**src/rtl/axi4_lite_read_arbiter.sv**
```systemverilog
// Two-port (fetch = port 0, load = port 1) arbiter in front of a single AXI4-Lite read master.
// Optional macro RD_ARB_FIXED_PRIO_EN: port 1 always wins ties; default is round-robin.
module axi4_lite_read_arbiter #(
    parameter int unsigned ADDR_WIDTH = 32,
    parameter int unsigned DATA_WIDTH = 32
) (
    input  logic                  clk,
    input  logic                  rst_n,
    input  logic                  p0_req_i,
    input  logic [ADDR_WIDTH-1:0] p0_addr_i,
    output logic                  p0_ack_o,
    output logic                  p0_rvalid_o,
    output logic [DATA_WIDTH-1:0] p0_rdata_o,
    input  logic                  p1_req_i,
    input  logic [ADDR_WIDTH-1:0] p1_addr_i,
    output logic                  p1_ack_o,
    output logic                  p1_rvalid_o,
    output logic [DATA_WIDTH-1:0] p1_rdata_o,
    output logic                  read_start_o,
    output logic [ADDR_WIDTH-1:0] read_addr_o,
    input  logic [DATA_WIDTH-1:0] read_data_i,
    input  logic                  read_busy_i,
    output logic                  arb_busy_o,
    output logic                  last_grant_o
);

    typedef enum logic [1:0] {
        IDLE  = 2'd0,
        START = 2'd1,
        BUSY  = 2'd2
    } state_e;

    state_e                  state_q, state_d;
    logic                    win_q, win_d;
    logic                    last_grant_q, last_grant_d;
    logic                    read_start_q, read_start_d;
    logic [ADDR_WIDTH-1:0]   read_addr_q, read_addr_d;
    logic                    arb_busy_q, arb_busy_d;
    logic                    rvalid0_q, rvalid0_d;
    logic                    rvalid1_q, rvalid1_d;
    logic [DATA_WIDTH-1:0]   rdata0_q, rdata0_d;
    logic [DATA_WIDTH-1:0]   rdata1_q, rdata1_d;
    logic                    pick1;
    logic                    ack0_c, ack1_c;

    // State and output registers
    always_ff @(posedge clk or negedge rst_n) begin
        if (!rst_n) begin
            state_q      <= IDLE;
            win_q        <= 1'b0;
            last_grant_q <= 1'b1;
            read_start_q <= 1'b0;
            read_addr_q  <= '0;
            arb_busy_q   <= 1'b0;
            rvalid0_q    <= 1'b0;
            rvalid1_q    <= 1'b0;
            rdata0_q     <= '0;
            rdata1_q     <= '0;
        end else begin
            state_q      <= state_d;
            win_q        <= win_d;
            last_grant_q <= last_grant_d;
            read_start_q <= read_start_d;
            read_addr_q  <= read_addr_d;
            arb_busy_q   <= arb_busy_d;
            rvalid0_q    <= rvalid0_d;
            rvalid1_q    <= rvalid1_d;
            rdata0_q     <= rdata0_d;
            rdata1_q     <= rdata1_d;
        end
    end

    // Winner selection, next state and next outputs
    always_comb begin
        state_d      = state_q;
        win_d        = win_q;
        last_grant_d = last_grant_q;
        read_start_d = 1'b0;
        read_addr_d  = '0;
        rvalid0_d    = 1'b0;
        rvalid1_d    = 1'b0;
        rdata0_d     = rdata0_q;
        rdata1_d     = rdata1_q;
        ack0_c       = 1'b0;
        ack1_c       = 1'b0;

        pick1 = p1_req_i;
        if (p0_req_i && p1_req_i) begin
`ifdef RD_ARB_FIXED_PRIO_EN
            pick1 = 1'b1;
`else
            pick1 = ~last_grant_q;
`endif
        end

        case (state_q)
            IDLE: begin
                if (p0_req_i || p1_req_i) begin
                    ack0_c       = ~pick1;
                    ack1_c       = pick1;
                    win_d        = pick1;
                    last_grant_d = pick1;
                    read_start_d = 1'b1;
                    read_addr_d  = pick1 ? p1_addr_i : p0_addr_i;
                    state_d      = START;
                end
            end
            START: begin
                state_d = BUSY;
            end
            BUSY: begin
                // Master holds read_busy high from the cycle after read_start until data is ready
                if (!read_busy_i) begin
                    if (win_q) begin
                        rdata1_d  = read_data_i;
                        rvalid1_d = 1'b1;
                    end else begin
                        rdata0_d  = read_data_i;
                        rvalid0_d = 1'b1;
                    end
                    state_d = IDLE;
                end
            end
            default: begin
                state_d = IDLE;
            end
        endcase

        arb_busy_d = (state_d != IDLE);
    end

    assign p0_ack_o     = ack0_c;
    assign p1_ack_o     = ack1_c;
    assign p0_rvalid_o  = rvalid0_q;
    assign p1_rvalid_o  = rvalid1_q;
    assign p0_rdata_o   = rdata0_q;
    assign p1_rdata_o   = rdata1_q;
    assign read_start_o = read_start_q;
    assign read_addr_o  = read_addr_q;
    assign arb_busy_o   = arb_busy_q;
    assign last_grant_o = last_grant_q;

endmodule

```
**config.mk**
```make
export PLATFORM = sky130hd
export DESIGN_NAME = axi4_lite_read_arbiter
export DESIGN_NICKNAME = d
export VERILOG_FILES = /design/src/rtl/axi4_lite_read_arbiter.sv
export SDC_FILE = /design/constraint.sdc
export NUM_CORES = 1
export LEC_CHECK = 0
export CAP_MARGIN = 20
export CORE_ASPECT_RATIO = 0.7
export CORE_UTILIZATION = 30
export CTS_CLUSTER_SIZE = 28
export DETAILED_ROUTE_END_ITERATION = 7
export RECOVER_POWER = 50
export SETUP_SLACK_MARGIN = 0.02
export SLEW_MARGIN = 20
export SYNTH_ARGS = -nofsm -noshare
export SYNTH_HDL_FRONTEND = slang
export SYNTH_SLANG_ARGS = --single-unit
```
**constraint.sdc**
```tcl
create_clock -name clk -period 4.1 [get_ports clk]
set_input_delay 0.41 -clock clk [delete_from_list [all_inputs] [get_ports clk]]
set_output_delay 0.41 -clock clk [all_outputs]
set_load 0.03 [all_outputs]
```
After elaboration in Yosys (flattened, before gate mapping)
Index checks and enable logic that the tools add are counted.
- register bits: 104
- logic and storage cells: 42
- bits of input ports: 101
- bitwise logic cells: 4
- multiplexer cells: 19
- eq/ne operators: 2
- reductions and logical operators: 7
- operators with widths (kind ; count):
    $mux 32 ; 3
    $mux 1 ; 13
    $pmux 2 s3 ; 1
    $reduce_and 3->1 ; 2
    $mux 2 ; 2
    $not 1->1 ; 4
    $eq 2x1->1 const B ; 1
    $eq 2x2->1 const B ; 1
    $logic_not 2->1 ; 1
    $reduce_and 2->1 ; 1
    $reduce_bool 2->1 ; 1
    $logic_and 1x1->1 ; 1
    $logic_or 1x1->1 ; 1

Logic depth before layout (Yosys ltp)
Gate-level depths: netlist of the first run.
- word-level depth: 5
- gate-level depth with buffers: 5

Worst setup path after synthesis of the first run
No wires, ideal clock.
- kind: register to output
- start: register last_grant_q, in the netlist last_grant_o
- end: output p0_ack_o
- required time: 3.690 ns
- slack: 2.399 ns
- arrival: 1.291 ns
- stages on the path, launching flop included: 5
- cells stage by stage: dfstp_2 -> nand2b_1 -> and3_1 -> clkbuf_1 -> buf_2
- word-level cells in the longest chain between the ends: 5
- ends and longest elaborated chain (item ; RTL line ; source):
    start, declared ; 35 ; logic last_grant_q, last_grant_d;
    start signal, assigned ; 62 ; last_grant_q <= last_grant_d;
    $not 1->1 ; 92 ; pick1 = ~last_grant_q;
    $mux 1 ; 88 ; if (p0_req_i && p1_req_i) begin
    $not 1->1 ; 99 ; ack0_c = ~pick1;
    $mux 1 ; 98 ; if (p0_req_i || p1_req_i) begin
    $mux 1 ; 96 ; case (state_q)
    end, declared ; 11 ; output logic p0_ack_o,
Every way passes these cells.

Worst setup path after layout of the first run
- start: input p0_req_i
- end: register read_addr_q[16], in the netlist read_addr_o[16]
- word-level cells in the longest chain between the ends: 5
- elaborated cells on any way between the ends: 6
- classes of those cells: 4 x mux; 2 x reduce/logical
- ends and longest elaborated chain (item ; RTL line ; source):
    start, declared ; 9 ; input logic p0_req_i,
    $logic_and 1x1->1 ; 88 ;
    $mux 1 ; 88 ;
    $mux 32 ; 104 ; read_addr_d = pick1 ? p1_addr_i : p0_addr_i;
    $mux 32 (*) ; 98 ;
    $mux 32 (*) ; 96 ;
    named net read_addr_d[16] ; 37 ; logic [ADDR_WIDTH-1:0] read_addr_q, read_addr_d;
    end signal, assigned ; 64 ; read_addr_q <= read_addr_d;
    end, declared ; 37 ;
The timed path passes the listed nets; every way through them passes the cells marked *.
A chain may end at the register's enable or synchronous reset.

==> flow_summary.json, run 1 <==
{
  "mostFrequentLayoutCell": "clkdlybuf4s50_1",
  "maxCapViolCount": 2,
  "hold_class": "reg2reg",
  "setup_ws_ns": 1.50,
  "cts.sinks": 104,
  "boundaryPins": 204,
  "final_cell_mix": "clkdlybuf4s50_1 (200), dfrtp_1 (103), mux2_2 (54)",
  "die_area_um2": 13400,
  "syn_area_per_cell_um2": 16.7,
  "clkTransAtPathRegs_ns": 0.07,
  "rows": 34,
  "synth_top_cell_by_area": "dfrtp_1",
  "violations": "capacitance limit, slew limit",
  "cts_hold_buffers": 0,
  "synth_cell_types": 23,
  "slew_violations": 112,
  "htree_levels": 3,
  "post_cts_resized": 0,
  "grt_overflow": 0,
  "cts_tree": "yes",
  "synth_area_um2": 3880,
  "cts-root-buf": "clkbuf_16",
  "vdd_drop_max_mv": 0.391,
  "cts_setup_buffers": 0,
  "drtIter0Drc": 65,
  "antenna_found_initial": 0,
  "vias_per_cell": 4.47,
  "synth_nets": 334,
  "grt_max_degree": 78,
  "antenna_cells": 0,
  "skew_ns": 0.00701,
  "critical_path_required_ns": 4.37,
  "status": "finished with violations",
  "nNetsFinal": 538,
  "cts_made_buffers": 9,
  "drc": 0,
  "placed_area_um2": 6040,
  "routedWlPerCell_um": 15.4,
  "antenna_left": 0,
  "syn_inst": 233,
  "holdWs_ns": 0.497,
  "path_class": "in2reg",
  "arrival_ns": 2.86,
  "rsz0062_at_grt": "no",
  "clock_path_buffers": 2,
  "clkLatencyLatePin_ns": 0.34,
  "gp_congestion": 0.744,
  "final_core_util": 0.503,
  "globalRouteTotalUtil": 0.146,
  "grt_pass1_vias": 2778,
  "ys_seq_area_frac": 0.671,
  "start_util": 0.310,
  "max_slew.worst_pin.slew_ns": 1.88,
  "via_count": 2700,
  "finish.instance_area_um2": 6290,
  "cellPowerDensity_nw_per_um2": 811,
  "die_y_um": 97.2,
  "min_period_ns": 2.60,
  "yosys_warnings": 0,
  "leakagePower_nw": 2.68,
  "cp_max_fo": 33,
  "setup_viol": 0,
  "yosysTopAreaCellShare": 0.664,
  "layout-drive-gt1-share": 0.172,
  "end_kind": "register",
  "place_ws_ns": 1.57,
  "wirelength_um": 9310,
  "grt_pass1_wl_um": 14700,
  "hpwl_um": 6850,
  "fp.coreArea_um2": 12500,
  "dr.pass1.iters": 4,
  "nFillCells": 1079,
  "max_slew_margin": -0.255,
  "synth_area_leaders": "dfrtp_1 (66%), mux2_2 (16%), a22o_1 (7.0%), mux2_4 (3.9%), buf_6 (1.7%)",
  "fmax_ghz": 0.385,
  "final.period_utilization": 0.633,
  "area_growth_syn_to_layout_pct": 62.2,
  "die_w_um": 138,
  "tns_ns": 0,
  "synth_seq_cells": 104,
  "start_kind": "input port",
  "finalHoldViolations": 0,
  "port_buffers": 203
}
==> stage by stage <==
step | total power, mW | cells
finish | 5.10 | 604
global route | 5.39 | 604
CTS | 5.24 | 604
detailed placement | 4.33 | 588
global placement | 4.30 | 588
floorplan | 3.18 | 233
==> cells in the mapped netlist <==
cell	instances
dfstp_2	1
buf_2	7
a22o_1	31
o211ai_1	1
a21boi_0	1
nand2_1	1
and3_1	1
nor3b_4	1
and2_1	1
nand2b_1	1
a21o_1	2
clkbuf_1	1
inv_1	3
mux2_2	54
mux2_4	10
mux2i_1	1
buf_4	1
nor2b_4	1
and3b_2	1
dfrtp_1	103
nor2_1	2
o21ai_0	2
buf_6	6
==> routing by layer <==
| layer | GRT usage | wire, um |
|---|---|---|
| met5 | 0 | 0 |
| met2 | 0.224 | 4310 |
| met3 | 0.0600 | 899 |
| met1 | 0.185 | 4020 |
| met4 | 0.0452 | 75 |
==> critical path, stage by stage <==
cell	delay, ns
dlygate4sd3_1	0.56
a21boi_0	0.30
and2_0	0.21
clkbuf_1	1.07
a22o_1	0.29
==> worst paths after layout <==
kind	slack (ns)	start	depth (start not counted)	endpoint
worst max-delay path	1.50	p0_req_i	5	read_addr_o[16]$_DFF_PN0_
max in group asynchronous	2.24	rst_n	2	read_addr_o[18]$_DFF_PN0_
worst min-delay path	0.50	p0_rdata_o[10]$_DFFE_PN0P_	1	p0_rdata_o[10]$_DFFE_PN0P_
worst max register to register	1.72	state_q[0]$_DFF_PN0_	3	p1_rdata_o[20]$_DFFE_PN0P_
worst min register to register	0.50	p0_rdata_o[10]$_DFFE_PN0P_	1	p0_rdata_o[10]$_DFFE_PN0P_
min in group asynchronous	0.59	rst_n	1	p0_rdata_o[13]$_DFFE_PN0P_
==> layout make-up <==
type	instances	area, um^2	area share
Timing Repair Buffer	208	2050	0.326
Inverter	3	11.3	0.00179
Clock inverter	5	63.8	0.0101
Sequential cell	104	2600	0.414
Multi-Input combinational cell	111	1110	0.176
Clock buffer	11	253	0.0402
Tap cell	162	203	0.0322
==> report_power, final <==
group | switching (mW) | leakage [nW] | internal [mW]
sequential | 0.211 | 1.30 | 1.47
clock | 0.368 | 0.152 | 0.511
combinational | 1.37 | 1.23 | 1.18
total | 1.94 | 2.68 | 3.16
==> flip-flops by register name (all words and copies together) (netlist names) <==
| register | flops |
|---|---|
| read_addr_o | 32 |
| win_q | 1 |
| arb_busy_o | 1 |
| p0_rdata_o | 32 |
| p1_rdata_o | 32 |
| state_q | 2 |
| p0_rvalid_o | 1 |
| read_start_o | 1 |
| p1_rvalid_o | 1 |
| last_grant_o | 1 |
==> cell families (layout without fill, tap and decap cells) <==
family,Yosys count,count (layout),share of synthesized area
AOI/OAI and AO/OA,37,37,0.0803
buffers and inverters,18,227,0.0322
DFF,104,104,0.671
muxes,65,65,0.198
and+or+nand+nor,9,9,0.0187
Power figures use the tool's default switching activity.
==> inputs of run 2 (changes only) <==
- clock period: 4.1 -> 2.72 ns (I/O delays scaled with it)
==> run 2 against run 1 <==
Against the previous run: the flow now finishes without violations; hold slack improved by 0.0091 ns; via count grew 1.6%; sequential cell count stayed put; count of clock-buffer cells in the layout rose by 1; power increased by 53%; critical endpoint unchanged; largest cell class unchanged; largest power group unchanged.
==> flow_summary.json, run 2 (synthesized netlist as in run 1, its figures left out) <==
{
  "start_kind": "register",
  "post_cts_resized": 0,
  "p_total_mw": 7.83,
  "hpwl_um": 7110,
  "place_ws_ns": 0.700,
  "rows": 34,
  "cp_max_fo": 31,
  "path_class": "reg2reg",
  "fp.coreArea_um2": 12500,
  "finish.instance_area_um2": 6370,
  "slew_violations": 0,
  "mostFrequentLayoutCell": "clkdlybuf4s50_1",
  "tns_ns": 0,
  "min_period_ns": 2.25,
  "drtIter0Drc": 89,
  "cts_tree": "yes",
  "rsz0062_at_grt": "no",
  "start_util": 0.310,
  "max_slew.worst_pin.slew_ns": 1.32,
  "fmax_ghz": 0.443,
  "antenna_found_initial": 0,
  "finalHoldViolations": 0,
  "status": "completed",
  "leakagePower_nw": 2.73,
  "antenna_left": 0,
  "r2r_slack_ns": 0.47,
  "vdd_drop_max_mv": 0.692,
  "layout-drive-gt1-share": 0.191,
  "grt_max_degree": 54,
  "routedWlPerCell_um": 15.8,
  "hold_start": "p0_rdata_o[13]$_DFFE_PN0P_",
  "max_stage_delay_ns": 0.97,
  "grt_overflow": 0,
  "htree_levels": 3,
  "arrival_ns": 2.52,
  "max_slew_margin": 0.118,
  "via_count": 2742,
  "cts-root-buf": "clkbuf_16",
  "grt_pass1_vias": 2878,
  "cts_made_buffers": 9,
  "cellPowerDensity_nw_per_um2": 1230,
  "dr.pass1.iters": 3,
  "crit_start": "state_q[1]$_DFF_PN0_",
  "grt_pass1_wl_um": 15000,
  "r2r-start": "state_q[1]$_DFF_PN0_",
  "drc": 0,
  "clkLatencyLatePin_ns": 0.33,
  "maxCapViolCount": 0,
  "wirelength_um": 9550,
  "skew_ns": 0.00594,
  "boundaryPins": 204,
  "critical_path_required_ns": 2.98,
  "die_y_um": 97.2,
  "nNetsFinal": 540,
  "vias_per_cell": 4.52,
  "port_buffers": 203,
  "setup_viol": 0,
  "antenna_cells": 0,
  "area_growth_syn_to_layout_pct": 64.1,
  "die_w_um": 138,
  "placed_area_um2": 6070,
  "die_area_um2": 13400,
  "end_kind": "register",
  "cpMaxStageDelayCell": "clkbuf_1",
  "clock_path_buffers": 2,
  "globalRouteTotalUtil": 0.148,
  "final.period_utilization": 0.829,
  "hold_class": "reg2reg",
  "final_cell_mix": "clkdlybuf4s50_1 (201), dfrtp_1 (103), mux2_2 (54)",
  "path_cells": "nor2_1 -> and3_1 -> clkbuf_1 -> a22o_1",
  "final_core_util": 0.509,
  "cts.sinks": 104,
  "clkTransAtPathRegs_ns": 0.07,
  "setup_ws_ns": 0.465,
  "gp_congestion": 0.713,
  "cts_setup_buffers": 0
}
==> run 2: what timing repair did <==
item / 4_1_cts / 5_1_grt
hold endpoints to repair: 18 / 0
endpoints found under the setup margin: 0 / 0
hold buffers: 1 / 0
==> run 2: through the flow <==
stage / instances / hold slack (ns)
after global placement: 589 / 0.345
after global routing: 606 / 0.525
after detailed placement: 589 / 0.349
after floorplan: 233 / -0.0236
after CTS: 606 / 0.512
final: 606 / 0.506
==> run 2: power by group <==
group          switching (mW)  leakage, nW  internal, mW  total [mW]
registers               0.321         1.30          2.22        2.54
clock network           0.543        0.153         0.836        1.38
logic                    2.08         1.27          1.83        3.91
==> run 2: layout make-up <==
cell class	count	area, um^2
Multi-Input combinational cell	111	1130
Timing Repair Buffer	210	2100
Sequential cell	104	2600
Clock buffer	12	246
Inverter	3	11.3
Fill cell	1068	6140
Clock inverter	4	76.3
Tap cell	162	203
==> run 2: path summary, 6_finish.rpt <==
path / endpoint / cells after the start
max: read_addr_o[16]$_DFF_PN0_ / 4
min: p0_rdata_o[13]$_DFFE_PN0P_ / 1
max reg2reg: read_addr_o[16]$_DFF_PN0_ / 4
min reg2reg: p0_rdata_o[13]$_DFFE_PN0P_ / 1
max in group asynchronous: read_addr_o[13]$_DFF_PN0_ / 3
min in group asynchronous: p1_rdata_o[19]$_DFFE_PN0P_ / 2
==> run 2: layer usage <==
metal / wire, um / track usage / part of all wire
met1: 4090 / 0.187 / 0.43
met5: 0 / 0 / 0
met2: 4300 / 0.223 / 0.45
met4: 139 / 0.0460 / 0.015
met3: 1030 / 0.0668 / 0.11
==> run 2: critical path, delay by kind of cell (launching register included) <==
family,cells,cell delay [ns]
buf+inv,1,0.97
simple gates,2,0.50
compound gates,1,0.30
flops,1,0.41
==> inputs of run 3 (changes only) <==
- PLACE_DENSITY: unset -> 0.66
- clock period: 2.72 -> 1.95 ns (I/O delays scaled with it)
==> run 3 against run 2 <==
Against the previous run: die area unchanged; cell count up 0.83%; routed wire length up 1.2%; highest routed layer unchanged.
==> flow_summary.json, run 3 (synthesized netlist as in run 1, its figures left out) <==
{
  "clock_path_buffers": 2,
  "p_sw_mw": 4.14,
  "port_buffers": 203,
  "final_cell_mix": "clkdlybuf4s50_1 (200), dfrtp_1 (103), mux2_2 (54)",
  "nFillCells": 1086,
  "cts_tree": "yes",
  "dr.pass1.iters": 3,
  "gp_congestion": 0.726,
  "final_core_util": 0.509,
  "placedCellCount": 594,
  "multi_input_area_um2": 1140,
  "die_y_um": 97.2,
  "fp.coreArea_um2": 12500,
  "finalHoldViolations": 0,
  "drtIter0Drc": 60,
  "arrival_ns": 1.61,
  "antenna_found_initial": 0,
  "grt_overflow": 0,
  "wirelength_um": 9670,
  "clkTransAtPathRegs_ns": 0.07,
  "clock_power_share": 0.152,
  "vdd_drop_max_mv": 1.00,
  "min_period_ns": 1.80,
  "fmax_ghz": 0.554,
  "r2r_slack_ns": 0.24,
  "max_slew_margin": 0.369,
  "cellPowerDensity_nw_per_um2": 1680,
  "antenna_left": 0,
  "globalRouteTotalUtil": 0.152,
  "cts_setup_buffers": 0,
  "grt_pass1_wl_um": 15300,
  "max_slew.worst_pin.slew_ns": 0.947,
  "end_kind": "primary output",
  "cp_max_fo": 32,
  "mostFrequentLayoutCell": "clkdlybuf4s50_1",
  "clkLatencyLatePin_ns": 0.34,
  "holdWs_ns": 0.446,
  "internal_power_mw": 6.56,
  "start_util": 0.310,
  "cts_hold_buffers": 1,
  "rows": 34,
  "grt_max_degree": 51,
  "die_area_um2": 13400,
  "rsz0062_at_grt": "no",
  "swShare": 0.387,
  "setup_viol": 0,
  "area_growth_syn_to_layout_pct": 64.2,
  "layout-drive-gt1-share": 0.200,
  "seqPwrFrac": 0.332,
  "status": "completed",
  "htree_levels": 3,
  "die_w_um": 138,
  "drc": 0,
  "nNetsFinal": 545,
  "cts.sinks": 104,
  "path_class": "reg2out",
  "routedWlPerCell_um": 15.8,
  "cts-root-buf": "clkbuf_16",
  "antenna_cells": 0,
  "final.period_utilization": 0.925,
  "boundaryPins": 204,
  "finish.instance_area_um2": 6370,
  "fin_cells": 611,
  "slew_violations": 0,
  "regArea_um2": 2600,
  "via_count": 2725,
  "start_kind": "register",
  "placed_area_um2": 6150,
  "comb_power_share": 0.515,
  "hpwl_um": 7300,
  "maxCapViolCount": 0,
  "post_cts_resized": 0,
  "hold_class": "in2reg",
  "leakagePower_nw": 2.73,
  "grt_pass1_vias": 2925,
  "cts_made_buffers": 9,
  "critical_path_required_ns": 1.75,
  "tns_ns": 0,
  "skew_ns": 0.00583,
  "vias_per_cell": 4.46
}
==> run 3: cell count changes in the layout (fill, tap and decap cells not counted), sizes merged <==
cell | before | now
clkinv | 0 | 3
buf | 5 | 8
clkbuf | 15 | 17
inv | 4 | 3
clkdlybuf4s50 | 201 | 200
bufinv | 2 | 0
clkinvlp | 1 | 2
==> run 3: worst paths after layout <==
path                                            startpoint                         end  depth (start not counted)
worst max-delay path                  state_q[1]$_DFF_PN0_                    p0_ack_o                          4
worst min-delay path                         p1_addr_i[28]   read_addr_o[28]$_DFF_PN0_                          2
worst max register to register        state_q[1]$_DFF_PN0_   p1_rdata_o[5]$_DFFE_PN0P_                          4
worst min register to register  p1_rdata_o[12]$_DFFE_PN0P_  p1_rdata_o[12]$_DFFE_PN0P_                          1
max in group asynchronous                            rst_n    last_grant_o$_DFFE_PN1P_                          3
min in group asynchronous                            rst_n  p1_rdata_o[15]$_DFFE_PN0P_                          2
==> run 3: metrics by stage <==
| step | worst slack (ns) | total power [mW] |
|---|---|---|
| CTS | 0.108 | 10.9 |
| detailed placement | 0.102 | 9.24 |
| finish | 0.145 | 10.7 |
| global route | 0.0426 | 11.3 |
| floorplan | 0.368 | 6.69 |
| global placement | 0.159 | 9.13 |
==> run 3: area by class of cell <==
type | count | share of cell area
Clock inverter | 5 | 0.00530
Timing Repair Buffer | 215 | 0.336
Multi-Input combinational cell | 111 | 0.179
Sequential cell | 104 | 0.409
Clock buffer | 11 | 0.0365
Inverter | 3 | 0.00177
Tap cell | 162 | 0.0318
==> run 3: critical path, stage by stage (launching register included) <==
cell	delay, ns
dfrtp_1	0.40
nor2_1	0.24
and3_1	0.25
buf_12	0.19
buf_4	0.18
==> run 3: per-layer routing <==
layer | global-route usage | share of wire
met1 | 0.179 | 0.42
met2 | 0.249 | 0.48
met3 | 0.0668 | 0.093
met4 | 0.0452 | 0.012
met5 | 0 | 0
==> run 3: power by group through the flow <==
stage / Clock (mW) / Combinational (mW) / Sequential [mW]
2_1_floorplan: 0 / 1.31 / 5.38
3_3_place_gp: 0 / 5.57 / 3.56
3_5_place_dp: 0 / 5.62 / 3.62
4_1_cts: 1.69 / 5.64 / 3.59
5_1_grt: 1.79 / 5.80 / 3.68
6_report: 1.63 / 5.51 / 3.56
